File: src/rtl/branch_sequencer_pkg.sv
// Shared widths and state encoding for the instruction fetch sequencer.
package branch_sequencer_pkg;
  localparam int PC_W    = 10;
  localparam int INSTR_W = 32;

  typedef enum logic [2:0] {
    IDLE   = 3'd0,
    FETCH  = 3'd1,
    HOLD   = 3'd2,
    DRAIN  = 3'd3,
    HALTED = 3'd4
  } seq_state_e;
endpackage

File: src/rtl/branch_sequencer_if.sv
// Fetch, decode-handoff and branch-redirect signals between the sequencer and its neighbours.
interface branch_sequencer_if;
  import branch_sequencer_pkg::*;

  logic               imem_req;
  logic [PC_W-1:0]    imem_addr;
  logic               imem_ack;
  logic [INSTR_W-1:0] imem_data;
  logic               instr_valid;
  logic [INSTR_W-1:0] instr_out;
  logic [PC_W-1:0]    instr_pc;
  logic               dec_ready;
  logic               br_valid;
  logic               br_taken;
  logic [PC_W-1:0]    br_target;
  logic               halt;
  logic               flush;
  logic               halted;

  modport master (
    output imem_req, imem_addr, instr_valid, instr_out, instr_pc, flush, halted,
    input  imem_ack, imem_data, dec_ready, br_valid, br_taken, br_target, halt
  );

  modport slave (
    input  imem_req, imem_addr, instr_valid, instr_out, instr_pc, flush, halted,
    output imem_ack, imem_data, dec_ready, br_valid, br_taken, br_target, halt
  );
endinterface

File: src/rtl/branch_sequencer.sv
// Fetch sequencer: one outstanding imem request, single-entry decode holding register,
// branch redirect with drain of an in-flight fetch, and a sticky halt.
module branch_sequencer
  import branch_sequencer_pkg::*;
#(
  parameter logic [PC_W-1:0] RESET_PC = 10'd0
) (
  input  logic               clk,
  input  logic               rst_n,
  branch_sequencer_if.master bus
);

  seq_state_e         state;
  logic [PC_W-1:0]    pc;
  logic [PC_W-1:0]    tgt;
  logic [PC_W-1:0]    instrPc;
  logic [INSTR_W-1:0] instrOut;
  logic               imemReq;
  logic               instrValid;
  logic               flushQ;
  logic               haltedQ;
  logic               redirect;

  assign redirect = bus.br_valid & bus.br_taken;

  always_ff @(posedge clk or negedge rst_n) begin
    if (!rst_n) begin
      state      <= IDLE;
      pc         <= RESET_PC;
      tgt        <= '0;
      instrPc    <= '0;
      instrOut   <= '0;
      imemReq    <= 1'b0;
      instrValid <= 1'b0;
      flushQ     <= 1'b0;
      haltedQ    <= 1'b0;
    end else begin
      flushQ <= 1'b0;
      case (state)
        IDLE: begin
          state   <= FETCH;
          imemReq <= 1'b1;
        end
        FETCH: begin
          if (redirect) begin
            flushQ <= 1'b1;
            // Data arriving with the redirect is wrong-path; refetch right away.
            if (bus.imem_ack) begin
              pc <= bus.br_target;
            end else begin
              tgt   <= bus.br_target;
              state <= DRAIN;
            end
          end else if (bus.imem_ack) begin
            instrOut   <= bus.imem_data;
            instrPc    <= pc;
            pc         <= pc + 1'b1;
            instrValid <= 1'b1;
            imemReq    <= 1'b0;
            state      <= HOLD;
          end
        end
        HOLD: begin
          if (redirect) begin
            flushQ     <= 1'b1;
            instrValid <= 1'b0;
            pc         <= bus.br_target;
            imemReq    <= 1'b1;
            state      <= FETCH;
          end else if (bus.dec_ready) begin
            instrValid <= 1'b0;
            if (bus.halt) begin
              haltedQ <= 1'b1;
              state   <= HALTED;
            end else begin
              imemReq <= 1'b1;
              state   <= FETCH;
            end
          end
        end
        DRAIN: begin
          // The old request stays on the bus until memory answers; its data is dropped.
          if (redirect) begin
            flushQ <= 1'b1;
            tgt    <= bus.br_target;
          end
          if (bus.imem_ack) begin
            pc    <= redirect ? bus.br_target : tgt;
            state <= FETCH;
          end
        end
        HALTED: ;
        default: state <= IDLE;
      endcase
    end
  end

  assign bus.imem_req    = imemReq;
  assign bus.imem_addr   = pc;
  assign bus.instr_valid = instrValid;
  assign bus.instr_out   = instrOut;
  assign bus.instr_pc    = instrPc;
  assign bus.flush       = flushQ;
  assign bus.halted      = haltedQ;

endmodule
File: src/flat_wrapper.sv
// flat-port wrapper written by rule: the top's interface ports become plain ports
module branch_sequencer_flat import branch_sequencer_pkg::*;
#(
  parameter logic [PC_W-1:0] RESET_PC = 10'd0
)
  (clk, rst_n, bus_imem_req, bus_imem_addr, bus_instr_valid, bus_instr_out, bus_instr_pc, bus_flush, bus_halted, bus_imem_ack, bus_imem_data, bus_dec_ready, bus_br_valid, bus_br_taken, bus_br_target, bus_halt);
  branch_sequencer_if bus_i ();
  input  logic clk;
  input  logic rst_n;
  output wire logic [$bits(bus_i.imem_req)-1:0] bus_imem_req;
  output wire logic [$bits(bus_i.imem_addr)-1:0] bus_imem_addr;
  output wire logic [$bits(bus_i.instr_valid)-1:0] bus_instr_valid;
  output wire logic [$bits(bus_i.instr_out)-1:0] bus_instr_out;
  output wire logic [$bits(bus_i.instr_pc)-1:0] bus_instr_pc;
  output wire logic [$bits(bus_i.flush)-1:0] bus_flush;
  output wire logic [$bits(bus_i.halted)-1:0] bus_halted;
  input wire logic [$bits(bus_i.imem_ack)-1:0] bus_imem_ack;
  input wire logic [$bits(bus_i.imem_data)-1:0] bus_imem_data;
  input wire logic [$bits(bus_i.dec_ready)-1:0] bus_dec_ready;
  input wire logic [$bits(bus_i.br_valid)-1:0] bus_br_valid;
  input wire logic [$bits(bus_i.br_taken)-1:0] bus_br_taken;
  input wire logic [$bits(bus_i.br_target)-1:0] bus_br_target;
  input wire logic [$bits(bus_i.halt)-1:0] bus_halt;
  assign bus_imem_req = bus_i.imem_req;
  assign bus_imem_addr = bus_i.imem_addr;
  assign bus_instr_valid = bus_i.instr_valid;
  assign bus_instr_out = bus_i.instr_out;
  assign bus_instr_pc = bus_i.instr_pc;
  assign bus_flush = bus_i.flush;
  assign bus_halted = bus_i.halted;
  assign bus_i.imem_ack = bus_imem_ack;
  assign bus_i.imem_data = bus_imem_data;
  assign bus_i.dec_ready = bus_dec_ready;
  assign bus_i.br_valid = bus_br_valid;
  assign bus_i.br_taken = bus_br_taken;
  assign bus_i.br_target = bus_br_target;
  assign bus_i.halt = bus_halt;
  branch_sequencer #(.RESET_PC(RESET_PC)) u_core (.clk(clk), .rst_n(rst_n), .bus(bus_i));
endmodule
File: config.mk
export PLATFORM = sky130hd
export DESIGN_NAME = branch_sequencer_flat
export DESIGN_NICKNAME = d
export VERILOG_FILES = /design/src/rtl/branch_sequencer_pkg.sv /design/src/rtl/branch_sequencer_if.sv /design/src/rtl/branch_sequencer.sv /design/src/flat_wrapper.sv
export SDC_FILE = /design/constraint.sdc
export NUM_CORES = 1
export LEC_CHECK = 0
export ABC_AREA = 0
export BUFFER_PORTS_ARGS = -buffer_cell sky130_fd_sc_hd__buf_4
export CORE_MARGIN = 2
export CORE_UTILIZATION = 54
export CTS_CLUSTER_DIAMETER = 100
export DETAILED_ROUTE_END_ITERATION = 8
export PLACE_DENSITY = 0.84
export SYNTH_ARGS = -nofsm -noshare
export SYNTH_HDL_FRONTEND = slang
export SYNTH_SLANG_ARGS = --single-unit
File: constraint.sdc
create_clock -name clk -period 4.4 [get_ports clk]
set_input_delay 0.44 -clock clk [delete_from_list [all_inputs] [get_ports clk]]
set_output_delay 0.44 -clock clk [all_outputs]
set_load 0.02 [all_outputs]
Yosys cells after proc, flatten, opt, wreduce, memory -nomap -nowiden. Index checks and enable logic that the tools add are counted.

Register bits: 69. Latch bits: 0. Bits in writable memories: 0. ROM bits: 0. Input port bits: 49. Output and inout bits: 56. Logic and storage cells: 71. Memories: 0.

$add $sub $neg: 1. Multipliers: 0. Divide/modulo/power cells: 0. Magnitude comparators: 0. Equality and inequality tests: 14. Shifts and indexed selects: 0. Mux-type cells: 31. Bitwise gates (word level): 3. Reductions and logical operators: 13.

Operators by type and width (count): $mux W10 (8); $pmux W10 S3 (1); $mux W3 (7); $pmux W10 S2 (1); $pmux W3 S5 (1); $reduce_and A4 Y1 (3); $mux W1 (11); $add A10 B1 Y10 const B (1); $reduce_and A5 Y1 (2); $ne A3 B2 Y1 const B (3); $ne A2 B2 Y1 const B (4); $eq A3 B2 Y1 const B (2); $reduce_and A3 Y1 (2); $reduce_bool A3 Y1 (2); $ne A2 B1 Y1 const B (2); $reduce_bool A2 Y1 (2); $eq A3 B1 Y1 const B (1); $eq A3 B3 Y1 const B (1); $logic_not A3 Y1 (1); $ne A3 B3 Y1 const B (1); $pmux W1 S3 (1); $reduce_or A3 Y1 (1); $not A1 Y1 (2); $pmux W1 S2 (1); $and A1 B1 Y1 (1).

Logic depth before layout (Yosys ltp).
Word-level depth: 4. Gate-level depth with buffers: 6. Gate-level depth less buffers: 5.

Worst setup path after synthesis. Ideal clock, no wire load.

Path type: input-to-reg. Start: in bus_br_valid. End: reg u_core.instrOut[0], in the netlist u_core.bus.instr_out[0]. Setup time: 125 ps. Arrival: 1697 ps. Required time: 4275 ps. Setup slack: 2578 ps. Cell stages on the path: 5. Path buffers: 2. Cell sequence: and2_1 -> buf_6 -> nor4_4 -> buf_6 -> mux2_4.

Word-level cells in the longest chain between the ends: 3.

Ends and longest elaborated chain: start, declared (RTL line flat_wrapper.sv:20) `input wire logic [$bits(bus_i.br_valid)-1:0] bus_br_valid;`; $and A1 B1 Y1 (RTL line branch_sequencer.sv:24) `assign redirect = bus.br_valid & bus.br_taken;`; $not A1 Y1 (no line); $reduce_and A3 Y1 (no line); end signal, assigned (RTL line branch_sequencer.sv:55) `instrOut <= bus.imem_data;`; end, declared (RTL line branch_sequencer.sv:17) `logic [INSTR_W-1:0] instrOut;`.

No other way between the ends. A chain may end at the register's enable or synchronous reset.

Worst setup path in the final report.
Start: reg u_core.state[0]. End: reg u_core.instrPc[5], in the netlist u_core.bus.instr_pc[5].

Word-level cells in the longest chain between the ends: 2.

Ends and longest elaborated chain: start, declared (RTL line branch_sequencer.sv:13) `seq_state_e state;`; start signal, assigned (RTL line branch_sequencer.sv:28) `state <= IDLE;`; start signal, assigned (RTL line branch_sequencer.sv:41) `state <= FETCH;`; start signal, assigned (RTL line branch_sequencer.sv:52) `state <= DRAIN;`; $eq A3 B1 Y1 (RTL line branch_sequencer.sv:39) `case (state)`; $reduce_and A3 Y1 (no line); end signal, assigned (RTL line branch_sequencer.sv:56) `instrPc <= pc;`; end, declared (RTL line branch_sequencer.sv:16) `logic [PC_W-1:0] instrPc;`.

No other way between the ends.

==> results.py <==
metrics = {
    "logic_synthesis": {
        "netlist_area_mm2": 0.00319,
        "ys_types": 50,
        "ys.flop_type": "dfrtp_1",
        "synth_top_area_share_pct": 54.1,
        "yosys.area_share.simple_pct": 8.66,
        "synth_adder_area_share_pct": 0.392,
        "synth.area.mux_share_pct": 22.2,
        "avgSynthCellArea_um2": 13.2,
        "yosys.area.top_type": "dfrtp_1",
        "netlist_top_cells_count": "dfrtp_1, mux2_4, nand2_1",
        "yosysWarnings": 0,
        "syn_inst": 242,
        "synth_edf_count": 0,
        "synth-compound-area-share_pct": 10.5,
        "synth_seq_cells": 69,
        "synthXorXnorAreaFrac_pct": 0.823,
        "synthTopCellsByArea": "dfrtp_1, mux2_4, mux2_2",
        "syn_nets": 292,
        "synth_top_family_by_area": "multiplexers",
        "synth.most_common_cell": "dfrtp_1",
        "seq_area_frac_synth_pct": 54.1,
        "async_flop_share_pct": 100,
    },
    "setup_path": {
        "cp.arrival_ns": 2.52,
        "critPathKind": "reg -> reg",
        "critPathMaxFanout": 44,
        "cp.required_ns": 4.62,
        "endpoint_kind": "flip-flop",
        "worstSetupStartpointType": "flip-flop",
    },
    "clock_tree": {
        "cts_tree": "done",
        "numClockSinks": 69,
        "cts.htree.levels": 3,
        "ctsHoldBuffers": 0,
        "clk_pin_slew_ns": 0.07,
        "cts_buffers": 9,
        "clk_latency_ns": 0.34,
        "cts_setup_buffers": 0,
        "cts-root-buf": "clkbuf_8",
        "cts_resized": 0,
        "clock_path_buffers": 2,
    },
    "final_layout": {
        "syn2layout_area_growth_pct": 32.4,
        "diodes": 0,
        "fillers": 407,
        "drive_gt1_share_pct": 47.4,
        "fin_nets": 394,
        "postLayoutCellArea_mm2": 0.00423,
        "finalNonFillerCells": 423,
    },
    "sta": {
        "final-hold-violation-count": 0,
        "fin_skew_ns": 0.00738,
        "fin_crit_sh_pct": 52.3,
        "grt_setup_unrepaired": "false",
        "worst_slack_ns": 2.10,
        "period_minus_slack_ns": 2.30,
        "setup_violations": 0,
        "finalSetupTns_ns": 0,
        "max_slew_margin_pct": 43.2,
        "max_freq_mhz": 435,
        "tightest_slew_ns": 0.852,
        "slew_violations": 0,
    },
    "global_routing": {
        "antenna_found_initial": 0,
        "overflow": 0,
        "grt_pass1_wl_mm": 11.8,
        "grt_pass1_vias": 2323,
        "grt_use_total_pct": 23.8,
        "grt_max_degree": 70,
    },
    "drt": {
        "routedWlPerCell_um": 17.8,
        "first_iter_violations": 176,
        "dr.pass1.iters": 4,
        "ant_nets": 0,
        "drt-total-wl_mm": 7.54,
        "drc": 0,
        "num_vias": 2406,
        "routed_via_density": 5.69,
    },
    "die": {
        "die_w_um": 80.9,
        "die_y_um": 80.9,
        "num_rows": 28,
        "fp.dieArea_mm2": 0.00654,
        "core_area_mm2": 0.00582,
        "num_io_pins": 105,
        "start_util_pct": 54.9,
    },
    "run": {
        "drv_cap": 0,
    },
    "place": {
        "place_ws_ns": 2.10,
        "hpwl_mm": 5.26,
        "gp_congestion": 0.861,
        "port_buffers": 104,
        "dp.cells": 408,
        "placed_area_mm2": 0.00398,
    },
    "power_and_ir_drop": {
        "p_leak_uw": 0.00200,
        "power_density_mw_per_mm2": 810,
        "ir_drop_mv": 0.492,
    },
    "worst_hold_path": {
        "hp-class": "in -> async",
    },
    "outcome": {
        "status": "complete, no violations",
    },
}
[critical path, stage by stage, from the launching register on]
cell and delay [ns]:
dfrtp_1 0.67, nand2_1 0.28, nor4_4 0.19, buf_4 0.61, mux2_2 0.41
[metal layers]
layer,track usage (%),vias to the layer above,wire length [um]
li1,-,1091,-
met1,32.3,1189,3140
met2,36.9,114,3680
met3,6.00,12,576
met4,9.83,0,147
met5,0,-,0
[final timing paths]
path	from	end	slack, ns	depth (start not counted)
max	u_core.state[0]	u_core.bus.instr_pc[5]	2.10	4
min	rst_n	u_core.bus.instr_pc[0]	0.20	1
max reg2reg	u_core.state[0]	u_core.bus.instr_pc[5]	2.10	4
min reg2reg	u_core.bus.halted	u_core.bus.halted	0.49	2
max in group asynchronous	rst_n	u_core.bus.instr_out[9]	3.63	1
min in group clk	bus_imem_data[29]	u_core.bus.instr_out[29]	0.32	2
[layout by cell type, fill, tap and decap left out, drive strengths merged, types with 2 or more instances in the layout]
cell type    n
o21ai       11
nor4         2
o22ai        4
nor2b        3
a211o        2
a31oi        4
nand3        4
inv          4
bufinv       3
a21oi        8
nor2         6
buf        105
mux2        52
nor3         3
a21o         3
nand2b       4
nand3b       2
and3         2
dfrtp       69
xor2         2
nand2       15
a222oi       3
o2bb2ai      3
clkbuf      11
[flip-flops by register name, summed over array words and instances, names as in the netlist]
name,flops
u_core.bus.instr_out,32
u_core.bus.imem_addr,10
u_core.bus.instr_pc,10
u_core.tgt,10
u_core.state,3
u_core.bus.flush,1
u_core.bus.halted,1
u_core.bus.imem_req,1
u_core.bus.instr_valid,1
[report_power, final]
part	total [uW]	switching [uW]	internal, uW
registers	1210	270	941
clock network	631	227	403
logic	1580	773	809
[per-stage QoR]
step	hold slack (ns)	utilization, %	total power, uW
floorplan	0.144	-	2180
global placement	0.457	68.5	2730
detailed placement	0.455	68.5	2790
CTS	0.238	72.7	3440
global route	0.283	72.7	3600
finish	0.205	72.7	3420
[final cells by class]
| cell class | count | area [um2] | area share [%] |
|---|---|---|---|
| flip-flops and latches | 69 | 1730 | 40.8 |
| repair buffers | 105 | 788 | 18.6 |
| clock inverters | 4 | 95.1 | 2.25 |
| multi-input cells | 155 | 1360 | 32.1 |
| well taps | 75 | 93.8 | 2.22 |
| clock buffers | 11 | 151 | 3.58 |
| inverters | 4 | 15.0 | 0.355 |
[cell families (layout without fill, tap and decap cells)]
family,after synthesis,in the layout
fa+ha+maj,1,1
mux,53,53
xor+xnor,3,3
flops,69,69
buf+inv,18,124
simple gates,49,49
compound gates,49,49
Power figures use the tool's default switching activity.
